===== src/rtl/mt9v034_pkg.sv =====
// -----------------------------------------------------------------------------
// mt9v034_pkg
// Shared definitions for the MT9V034 embedded-sync decoder:
//   - 10-bit embedded sync code values
//   - decoder FSM state encoding
//   - small saturating-counter helpers
// -----------------------------------------------------------------------------
package mt9v034_pkg;

  localparam logic [9:0] SYNC_FS0  = 10'd1023;
  localparam logic [9:0] SYNC_FS1  = 10'd0;
  localparam logic [9:0] SYNC_LS   = 10'd1;
  localparam logic [9:0] SYNC_LE   = 10'd2;
  localparam logic [9:0] SYNC_FE   = 10'd3;
  localparam logic [9:0] SYNC_IDLE = 10'd4;

  typedef enum logic [2:0] {
    IDLE  = 3'd0,
    SYNC1 = 3'd1,
    SYNC2 = 3'd2,
    FRAME = 3'd3,
    LINE  = 3'd4
  } state_e;

  // Pixel counter increment that sticks at all-ones.
  function automatic logic [11:0] pix_sat_inc(input logic [11:0] v);
    return (v == 12'hFFF) ? v : v + 12'd1;
  endfunction

  // Line counter increment that sticks at all-ones.
  function automatic logic [9:0] line_sat_inc(input logic [9:0] v);
    return (v == 10'h3FF) ? v : v + 10'd1;
  endfunction

endpackage


===== src/rtl/mt9v034_sync_fifo.sv =====
// -----------------------------------------------------------------------------
// mt9v034_sync_fifo
// Single-clock FIFO. Head entry is visible on pop_data whenever empty=0.
// A push while full is accepted only if a pop happens in the same cycle.
// Ports:
//   clk, rst        clock, synchronous active-high reset (empties the FIFO)
//   push, push_data write request and data
//   pop             read request (ignored when empty)
//   pop_data        current head entry
//   full, empty     occupancy flags
// -----------------------------------------------------------------------------
module mt9v034_sync_fifo #(
  parameter int WIDTH = 12,
  parameter int DEPTH = 16
) (
  input  logic             clk,
  input  logic             rst,
  input  logic             push,
  input  logic [WIDTH-1:0] push_data,
  input  logic             pop,
  output logic [WIDTH-1:0] pop_data,
  output logic             full,
  output logic             empty
);

  localparam int AW = $clog2(DEPTH);

  logic [WIDTH-1:0] mem_q [DEPTH];
  logic [AW:0]      wr_ptr_q, wr_ptr_d;
  logic [AW:0]      rd_ptr_q, rd_ptr_d;
  logic             wr_en_s;
  logic             rd_en_s;

  // Extra pointer MSB distinguishes full from empty when the indices match.
  assign empty    = (wr_ptr_q == rd_ptr_q);
  assign full     = (wr_ptr_q[AW] != rd_ptr_q[AW]) &&
                    (wr_ptr_q[AW-1:0] == rd_ptr_q[AW-1:0]);
  assign rd_en_s  = pop && !empty;
  assign wr_en_s  = push && (!full || rd_en_s);
  assign pop_data = mem_q[rd_ptr_q[AW-1:0]];

  // Pointer next-state.
  always_comb begin
    wr_ptr_d = wr_ptr_q;
    rd_ptr_d = rd_ptr_q;
    if (wr_en_s) begin
      wr_ptr_d = wr_ptr_q + {{AW{1'b0}}, 1'b1};
    end else begin
      wr_ptr_d = wr_ptr_q;
    end
    if (rd_en_s) begin
      rd_ptr_d = rd_ptr_q + {{AW{1'b0}}, 1'b1};
    end else begin
      rd_ptr_d = rd_ptr_q;
    end
  end

  // Pointer registers.
  always_ff @(posedge clk) begin
    if (rst) begin
      wr_ptr_q <= '0;
      rd_ptr_q <= '0;
    end else begin
      wr_ptr_q <= wr_ptr_d;
      rd_ptr_q <= rd_ptr_d;
    end
  end

  // Storage array; contents are don't-care while the entry is unoccupied.
  always_ff @(posedge clk) begin
    if (wr_en_s) begin
      mem_q[wr_ptr_q[AW-1:0]] <= push_data;
    end
  end

endmodule


===== src/rtl/mt9v034_sync_decoder.sv =====
// -----------------------------------------------------------------------------
// mt9v034_sync_decoder
// Decodes embedded syncs in the deserialized MT9V034 word stream and emits
// active pixels as AXI4-Stream video (tuser = start of frame, tlast = end of
// line). Checks line/frame geometry and flags output FIFO overflow.
// Ports:
//   clk, rst             word clock, synchronous active-high reset
//   in_data, in_valid    10-bit sensor word, valid strobe (cannot stall)
//   m_axis_*             AXI4-Stream master, tdata = {6'b0, pixel}
//   frame_active         high between frame-start sync and frame-end code
//   frame_count          completed frames (wrapping)
//   err_line_len         sticky: line length != H_ACTIVE
//   err_frame_lines      sticky: frame line count != V_ACTIVE, or frame aborted
//   err_overflow         sticky: pixel dropped on full FIFO
//   clear_err            pulse clearing the sticky errors
// -----------------------------------------------------------------------------
module mt9v034_sync_decoder
  import mt9v034_pkg::*;
#(
  parameter int H_ACTIVE   = 64,
  parameter int V_ACTIVE   = 48,
  parameter int FIFO_DEPTH = 16
) (
  input  logic        clk,
  input  logic        rst,
  input  logic [9:0]  in_data,
  input  logic        in_valid,
  output logic [15:0] m_axis_tdata,
  output logic        m_axis_tvalid,
  input  logic        m_axis_tready,
  output logic        m_axis_tuser,
  output logic        m_axis_tlast,
  output logic        frame_active,
  output logic [15:0] frame_count,
  output logic        err_line_len,
  output logic        err_frame_lines,
  output logic        err_overflow,
  input  logic        clear_err
);

  state_e      state_q, state_d;
  logic        frame_active_q, frame_active_d;
  logic [15:0] frame_count_q, frame_count_d;
  logic [9:0]  line_cnt_q, line_cnt_d;
  logic [11:0] pix_cnt_q, pix_cnt_d;
  logic        sof_pend_q, sof_pend_d;
  logic        held_valid_q, held_valid_d;
  logic [9:0]  held_px_q, held_px_d;
  logic        err_line_len_q, err_line_len_d;
  logic        err_frame_lines_q, err_frame_lines_d;
  logic        err_overflow_q, err_overflow_d;

  logic        push_s;
  logic [11:0] push_data_s;
  logic        set_line_len_s;
  logic        set_frame_lines_s;
  logic        pop_s;
  logic        fifo_full_s;
  logic        fifo_empty_s;
  logic [11:0] fifo_head_s;

  mt9v034_sync_fifo #(
    .WIDTH (12),
    .DEPTH (FIFO_DEPTH)
  ) u_fifo (
    .clk       (clk),
    .rst       (rst),
    .push      (push_s),
    .push_data (push_data_s),
    .pop       (pop_s),
    .pop_data  (fifo_head_s),
    .full      (fifo_full_s),
    .empty     (fifo_empty_s)
  );

  assign pop_s         = m_axis_tvalid && m_axis_tready;
  assign m_axis_tvalid = !fifo_empty_s;
  // Mask the head so stale storage never shows on the bus after reset.
  assign m_axis_tdata  = m_axis_tvalid ? {6'd0, fifo_head_s[9:0]} : 16'd0;
  assign m_axis_tuser  = m_axis_tvalid && fifo_head_s[11];
  assign m_axis_tlast  = m_axis_tvalid && fifo_head_s[10];

  assign frame_active    = frame_active_q;
  assign frame_count     = frame_count_q;
  assign err_line_len    = err_line_len_q;
  assign err_frame_lines = err_frame_lines_q;
  assign err_overflow    = err_overflow_q;

  // Decoder FSM next-state, lookahead register, counters and FIFO push.
  always_comb begin
    state_d           = state_q;
    frame_active_d    = frame_active_q;
    frame_count_d     = frame_count_q;
    line_cnt_d        = line_cnt_q;
    pix_cnt_d         = pix_cnt_q;
    sof_pend_d        = sof_pend_q;
    held_valid_d      = held_valid_q;
    held_px_d         = held_px_q;
    push_s            = 1'b0;
    push_data_s       = 12'd0;
    set_line_len_s    = 1'b0;
    set_frame_lines_s = 1'b0;

    if (in_valid) begin
      case (state_q)
        IDLE: begin
          if (in_data == SYNC_FS0) begin
            state_d = SYNC1;
          end else begin
            state_d = IDLE;
          end
        end
        SYNC1: begin
          if (in_data == SYNC_FS1) begin
            state_d = SYNC2;
          end else if (in_data == SYNC_FS0) begin
            state_d = SYNC1;
          end else begin
            state_d = IDLE;
          end
        end
        SYNC2: begin
          if (in_data == SYNC_FS0) begin
            state_d        = FRAME;
            frame_active_d = 1'b1;
            line_cnt_d     = 10'd0;
            sof_pend_d     = 1'b1;
            held_valid_d   = 1'b0;
          end else begin
            state_d = IDLE;
          end
        end
        FRAME: begin
          if (in_data == SYNC_LS) begin
            state_d      = LINE;
            pix_cnt_d    = 12'd0;
            held_valid_d = 1'b0;
          end else if (in_data == SYNC_FE) begin
            state_d           = IDLE;
            frame_active_d    = 1'b0;
            frame_count_d     = frame_count_q + 16'd1;
            set_frame_lines_s = (line_cnt_q != 10'(V_ACTIVE));
          end else if (in_data == SYNC_FS0) begin
            // New frame-start before frame-end: abandon the current frame.
            state_d           = SYNC1;
            frame_active_d    = 1'b0;
            set_frame_lines_s = 1'b1;
          end else begin
            state_d = FRAME;
          end
        end
        LINE: begin
          if (in_data == SYNC_LE) begin
            state_d        = FRAME;
            line_cnt_d     = line_sat_inc(line_cnt_q);
            set_line_len_s = (pix_cnt_q != 12'(H_ACTIVE));
            held_valid_d   = 1'b0;
            if (held_valid_q) begin
              push_s      = 1'b1;
              push_data_s = {sof_pend_q, 1'b1, held_px_q};
              sof_pend_d  = 1'b0;
            end else begin
              push_s = 1'b0;
            end
          end else begin
            // Any non-end word inside a line is a pixel; release the held one.
            state_d      = LINE;
            held_px_d    = in_data;
            held_valid_d = 1'b1;
            pix_cnt_d    = pix_sat_inc(pix_cnt_q);
            if (held_valid_q) begin
              push_s      = 1'b1;
              push_data_s = {sof_pend_q, 1'b0, held_px_q};
              sof_pend_d  = 1'b0;
            end else begin
              push_s = 1'b0;
            end
          end
        end
        default: begin
          state_d = IDLE;
        end
      endcase
    end else begin
      state_d = state_q;
    end
  end

  // Sticky error next-state; a new error wins over a same-cycle clear.
  always_comb begin
    err_line_len_d    = (err_line_len_q    && !clear_err) || set_line_len_s;
    err_frame_lines_d = (err_frame_lines_q && !clear_err) || set_frame_lines_s;
    err_overflow_d    = (err_overflow_q    && !clear_err) ||
                        (push_s && fifo_full_s && !pop_s);
  end

  // State, counter and flag registers.
  always_ff @(posedge clk) begin
    if (rst) begin
      state_q           <= IDLE;
      frame_active_q    <= 1'b0;
      frame_count_q     <= 16'd0;
      line_cnt_q        <= 10'd0;
      pix_cnt_q         <= 12'd0;
      sof_pend_q        <= 1'b0;
      held_valid_q      <= 1'b0;
      held_px_q         <= 10'd0;
      err_line_len_q    <= 1'b0;
      err_frame_lines_q <= 1'b0;
      err_overflow_q    <= 1'b0;
    end else begin
      state_q           <= state_d;
      frame_active_q    <= frame_active_d;
      frame_count_q     <= frame_count_d;
      line_cnt_q        <= line_cnt_d;
      pix_cnt_q         <= pix_cnt_d;
      sof_pend_q        <= sof_pend_d;
      held_valid_q      <= held_valid_d;
      held_px_q         <= held_px_d;
      err_line_len_q    <= err_line_len_d;
      err_frame_lines_q <= err_frame_lines_d;
      err_overflow_q    <= err_overflow_d;
    end
  end

endmodule

===== config.mk =====
export PLATFORM = sky130hd
export DESIGN_NAME = mt9v034_sync_decoder
export DESIGN_NICKNAME = d
export VERILOG_FILES = /design/src/rtl/mt9v034_pkg.sv /design/src/rtl/mt9v034_sync_fifo.sv /design/src/rtl/mt9v034_sync_decoder.sv
export SDC_FILE = /design/constraint.sdc
export NUM_CORES = 1
export LEC_CHECK = 0
export ABC_AREA = 0
export CAP_MARGIN = 30
export CORE_AREA = 2 2 182 184
export CTS_CLUSTER_SIZE = 14
export DETAILED_ROUTE_END_ITERATION = 16
export DIE_AREA = 0 0 184 186
export PLACE_DENSITY = 0.51
export SYNTH_ARGS = -nofsm -noshare
export SYNTH_HDL_FRONTEND = slang
export SYNTH_SLANG_ARGS = --single-unit

===== constraint.sdc =====
create_clock -name clk -period 2.8 [get_ports clk]
set_clock_uncertainty 0.05 [all_clocks]
set_input_delay 0.42 -clock clk [delete_from_list [all_inputs] [get_ports clk]]
set_output_delay 0.42 -clock clk [all_outputs]
set_load 0.02 [all_outputs]

## After elaboration in Yosys (flattened, before gate mapping)

Memories as Yosys holds them, arrays and structs flattened. A register that Yosys moved wholly into a read port is not among the register bits.
Cells that the tools add are included.

| storage, ports and cells | value |
|---|---|
| bits in writable memories | 192 |
| register bits | 67 |
| bits of input ports | 15 |
| memories | 1 |
| output and inout bits | 39 |

| cells by class | value |
|---|---|
| reduce and logical (&&, ||, !) cells | 32 |
| bitwise gates (word level) | 2 |
| equal/unequal tests | 24 |
| $add $sub $neg | 5 |
| mux-type cells | 47 |

Memory list:

| name | depth | bits a word | rd ports | clocked after Yosys merged registers in | write ports | RTL line | source |
|---|---|---|---|---|---|---|---|
| u_fifo.mem_q | 16 | 12 | 1 | 1 | 1 | mt9v034_sync_fifo.sv:28 | `logic [WIDTH-1:0] mem_q [DEPTH];` |

Operators with widths:

| operator | count |
|---|---|
| 12-bit 2-to-1 mux | 8 |
| 10-bit 2-to-1 mux | 4 |
| 12-bit case mux with 2 select lines | 1 |
| 1-bit 2-to-1 mux | 21 |
| 10-bit == test, second input constant | 2 |
| 10-bit by 2-bit == test with 1-bit output, second input constant | 2 |
| 10-bit case mux with 2 select lines | 1 |
| 16-bit by 1-bit adder with 16-bit output, second input constant | 1 |
| 2-bit != test, second input constant | 8 |
| 3-bit case mux with 5 select lines | 1 |
| 5-bit AND reduction | 3 |
| 12-bit by 1-bit adder with 12-bit output, second input constant | 1 |
| 12-bit == test, second input constant | 1 |
| 12-bit by 7-bit != test with 1-bit output, second input constant | 1 |
| 4-bit AND reduction | 3 |
| 1-bit logical AND | 11 |
| 10-bit by 1-bit adder with 10-bit output, second input constant | 1 |
| 5-bit by 1-bit adder with 5-bit output, second input constant | 2 |
| 10-bit by 1-bit == test with 1-bit output, second input constant | 1 |
| 10-bit logical NOT | 1 |
| 10-bit by 6-bit != test with 1-bit output, second input constant | 1 |
| 2-bit 2-to-1 mux | 4 |
| 4-bit 2-to-1 mux | 2 |
| 3-bit by 2-bit == test with 1-bit output, second input constant | 2 |
| other kinds (16) | 27 |

## Logic depth before layout (Yosys ltp)

| logic depth | value |
|---|---|
| depth after elaboration | 8 |
| mapped depth | 8 |

## Modules after synthesis

Synthesis repeated with hierarchy kept, for this count alone.

| unflattened totals | value |
|---|---|
| cells, all modules | 743 |
| area total of the unflattened synthesis | 11158.2 µm² |

By module, submodules not included:

| module | seq. area each (µm²) | instances | area each (µm²) | cells an instance |
|---|---|---|---|---|
| mt9v034_sync_fifo | 6045.8 | 1 | 7983.9 | 350 |
| mt9v034_sync_decoder | 1141.1 | 1 | 3174.3 | 393 |

## Worst setup path before layout

OpenSTA, ideal clock, no wires.

| timing path | value |
|---|---|
| path kind | input to register |
| start | input in_valid |
| end | memory u_fifo.mem_q[3][0] (enable) |
| stages on the path | 6 |
| path slack | -0.033 ns |
| arrival time | 2.386 ns |
| buffers on the path | 2 |
| required time | 2.354 ns |
| cell sequence | clkbuf_1 nor4bb_1 clkbuf_1 and2_1 o311ai_0 nor3_1 |

| on the way | value |
|---|---|
| longest elaborated chain between the ends | 4 |

Ends and longest elaborated chain:

| item | RTL line | source |
|---|---|---|
| start: declaration | mt9v034_sync_decoder.sv:27 | `input logic in_valid,` |
| 1-bit 2-to-1 mux | mt9v034_sync_decoder.sv:104 | `if (in_valid) begin` |
| 1-bit logical AND | mt9v034_sync_fifo.sv:39 | `assign wr_en_s = push && (!full \|\| rd_en_s);` |
| 1-bit 2-to-1 mux | mt9v034_sync_fifo.sv:71 | `if (wr_en_s) begin` |
| 1-bit 2-to-1 mux (implied by the code) | mt9v034_sync_fifo.sv:72 | `mem_q[wr_ptr_q[AW-1:0]] <= push_data;` |
| end: declaration | mt9v034_sync_fifo.sv:28 |  |

Every way passes these cells.

==> results.md <==
* Net count reported at finish at ~890
* Worst-margin pin slew at approximately 0.84 ns
* Routed wl met2 at approximately 13 mm
* Final period util at 108%
* Clock latency reported for the late side of the worst-skew pair at 0.56 ns
* Worst r2r src: state_q[2]$_SDFFE_PP0P_
* First-pass iteration count of the detailed router at 5
* Worst R2R End: u_fifo.mem_q[5][3]$_DFFE_PP_
* Hold WC Path Type: input port to flip-flop
* Maximum frequency from static timing analysis at around 0.33 GHz
* Detailed-route wire length per cell at 20.3 µm
* HPWL after DPL at roughly 16 mm
* Status: finished, violations left
* Crit path max-delay family: multiplexers
* Via count of the first global-routing pass at between 6000 and 7000
* CTS Buf Count at 29
* Gr usage total at between 15 and 20%
* Clock tree from TritonCTS: done
* Met3 WL at around 1.1 mm
* CP required at about 2.3 ns
* Clock-pin slew of the registers on the worst-case setup and hold paths at roughly 0.060 ns
* Number of register bits inferred by synthesis at 263
* Post-synthesis async set-or-reset flop share at 0%
* Number of slew-limit violations in the final report at 0
* Most frequent standard cell in the layout excluding fill and tap cells: sky130_fd_sc_hd__edfxtp_1
* Commonest cells after routing, fill and taps aside: sky130_fd_sc_hd__edfxtp_1, sky130_fd_sc_hd__dfxtp_1, sky130_fd_sc_hd__mux4_2
* Synth Warn # at 0
* Core Util, Final at between 40% and 50%
* Post-synth EDFFs at 192
* Wire length of the first global-routing pass at just over 40 mm
* Maximum level of the CTS H-tree at 1
* Hold Path Sink: frame_count[4]$_SDFFE_PP0P_
* Final global-route overflow total at 0
* Number of hold violations in the final report at 0
* Netlist area before placement at roughly 0.011 mm²
* Initial cell density of the core at 34.6%
* DRT Wirelength at 26.4 mm
* Max FO, Critical Path at 7
* Antenna Violating Nets Remaining at 0
* Maximum number of pins on one net before global-route repair at 33
* Crit path depth at 6
* Clock sinks at 263
* Routed met1 length at 11.9 mm
* Category of the worst setup path launch point: flip-flop
* Area delta synth->final at 23.7%
* Arrival time at the worst endpoint at about 2.6 ns
* Antenna violations before repair at 1
* R2r setup slk at 0.36 ns
* Total via count after detailed routing at 6697
* Element type at the critical path end: output port
* Violation count after the first detailed-routing iteration at around 600
* Worst rel slew slack at 43.8%
* Startpoint of the tightest hold check path: rst
* Final std cell area, no fill at 0.0138 mm²
* Global placer's final weighted congestion at roughly 0.8
* WS Path Type: flip-flop to output port
* Placeable Area at between 0.03 and 0.04 mm²
* IO Pins at 54
* Critical-path cell with the highest stage delay: sky130_fd_sc_hd__mux4_2
* Average footprint of a synthesized cell at 14.8 µm²
* Leakage power total at slightly above 5 nW
* Root buffer selected by CTS: sky130_fd_sc_hd__clkbuf_16
* Uppermost signal routing layer after detailed routing: met4
* Maximum buffer depth of the clock tree at 3
* Standard-cell rows at 66
* Number of buffer and inverter stages on the critical path at 3
* Post-route setup slack at -0.220 ns
* Die H at 186 µm
* Final period demand of the worst path at between 3 and 4 ns
* Syn Inst Count at between 700 and 800
* Number of unique standard cell types used by synthesis at between 50 and 60
* Power Dens Cells at ~590 mW/mm²
* Number of I/O port buffers at 47
* Reported max-cap violation count at 0
* Post-detailed-route via-to-cell ratio at 5.15
* Count of cells along the worst hold path at 2
* Horizontal extent of the die at 184 µm
* Critical path cell sequence: buf_12 > buf_12 > mux4_2 > mux4_2 > nor2b_4 > buf_6
* Total power at around 8.1 mW
* Setup repair after global routing missed its margin: true
* Highest cell delay on the worst timing path at roughly 0.54 ns
* Share of synthesized area occupied by flip-flops and latches at 64.4%
* Depth of the most critical reg-to-reg path at 7
* Post-detailed-placement cell area at 0.0127 mm²
* Leading register cell type out of synthesis: sky130_fd_sc_hd__edfxtp_1
* Residual DRC count at 0
* Die area at roughly 0.034 mm²
* Failing checks: setup timing
* Worst hold-check slack at around 0.32 ns
* Worst ir drop on vdd at ~430 µV
* Final Setup Violations at 12
* Ratio of cells with drive above 1 in the final layout at 24.2%
==> layout make-up <==
cell class	count	area, µm²
clock inverter	18	181
sequential	263	7200
multi-input combinational	437	3760
tap	408	510
timing repair buffer	125	1360
clock buffer	36	752
inverter	12	45.0
fill	2957	18400
antenna	1	2.50
==> Yosys cell counts (6+ instances only) <==
cell type	n	share of area (%)
sky130_fd_sc_hd__nor4_1	7	0.39
sky130_fd_sc_hd__buf_2	6	0.27
sky130_fd_sc_hd__mux4_2	60	12
sky130_fd_sc_hd__dfxtp_1	71	13
sky130_fd_sc_hd__buf_4	6	0.40
sky130_fd_sc_hd__nor3_1	11	0.49
sky130_fd_sc_hd__clkbuf_1	29	0.98
sky130_fd_sc_hd__edfxtp_1	192	52
sky130_fd_sc_hd__and3_1	32	1.8
sky130_fd_sc_hd__mux2i_1	12	1.1
sky130_fd_sc_hd__nand3_1	19	0.85
sky130_fd_sc_hd__inv_1	12	0.40
sky130_fd_sc_hd__nand4_1	16	0.90
sky130_fd_sc_hd__ha_1	10	1.1
sky130_fd_sc_hd__nor2_1	49	1.6
sky130_fd_sc_hd__nand2_1	30	1.0
sky130_fd_sc_hd__or3_1	14	0.78
sky130_fd_sc_hd__nor2b_1	19	1.1
sky130_fd_sc_hd__xnor2_1	19	1.5
sky130_fd_sc_hd__o21ai_0	25	1.1
sky130_fd_sc_hd__xor2_1	8	0.63
sky130_fd_sc_hd__a21oi_1	34	1.5
==> report_power, final <==
part,internal [mW],leakage [nW],switching [mW],total [mW]
clock network,2.19,0.452,1.54,3.73
registers,4.13,2.75,0.00898,4.14
logic,0.0897,1.85,0.112,0.202
total,6.41,5.05,1.66,8.07
==> state kept, by name (all words and copies together) (netlist names), named ones only <==
name / flops
frame_active: 1
err_line_len: 1
held_valid_q: 1
u_fifo.mem_q: 192
line_cnt_q: 10
err_frame_lines: 1
u_fifo.rd_ptr_q: 5
err_overflow: 1
state_q: 3
pix_cnt_q: 12
held_px_q: 10
u_fifo.wr_ptr_q: 5
sof_pend_q: 1
frame_count: 16
==> cell families after synthesis <==
group / share of synthesized area, %
buffers and inverters: 2.37
xor gates and xnor gates: 2.12
DFF: 64.4
adders and majority gates: 1.12
other: 0.0336
AOI/OAI and AO/OA: 4.36
muxes: 13.3
and+or+nand+nor: 12.3
==> metal layers <==
layer	up-vias	global-route usage, %
li1	3167	-
met1	3355	21.2
met2	142	27.3
met3	33	2.64
met4	0	3.39
met5	-	0
==> stage by stage <==
stage,std cells,TNS (ns),setup slack [ns]
2_1_floorplan,758,0,0.227
3_3_place_gp,1233,-0.0596,-0.0493
3_5_place_dp,1233,-0.0538,-0.0265
4_1_cts,1297,-3.11,-0.296
5_1_grt,1299,-3.01,-0.277
6_report,1300,-2.14,-0.220
==> worst max path at each step <==
stage	from	end	slack [ns]
floorplan	in_valid	u_fifo.mem_q[0][0]$_DFFE_PP_	0.23
global placement	in_data[1]	line_cnt_q[1]$_SDFFE_PP0P_	-0.05
detailed placement	in_data[6]	line_cnt_q[1]$_SDFFE_PP0P_	-0.03
CTS	flip-flop	m_axis_tlast	-0.30
global route	flip-flop	m_axis_tdata[0]	-0.28
finish	flip-flop	m_axis_tdata[3]	-0.22
==> repair_timing <==
action                     in CTS  in global routing
setup buffers                   6                  5
cloned                          4                  1
pin swaps                       0                  1
setup endpoints to repair      13                 13
hold buffers                    0                  0
gates resized for setup        59                 12
(Power assumes the default switching activity.)
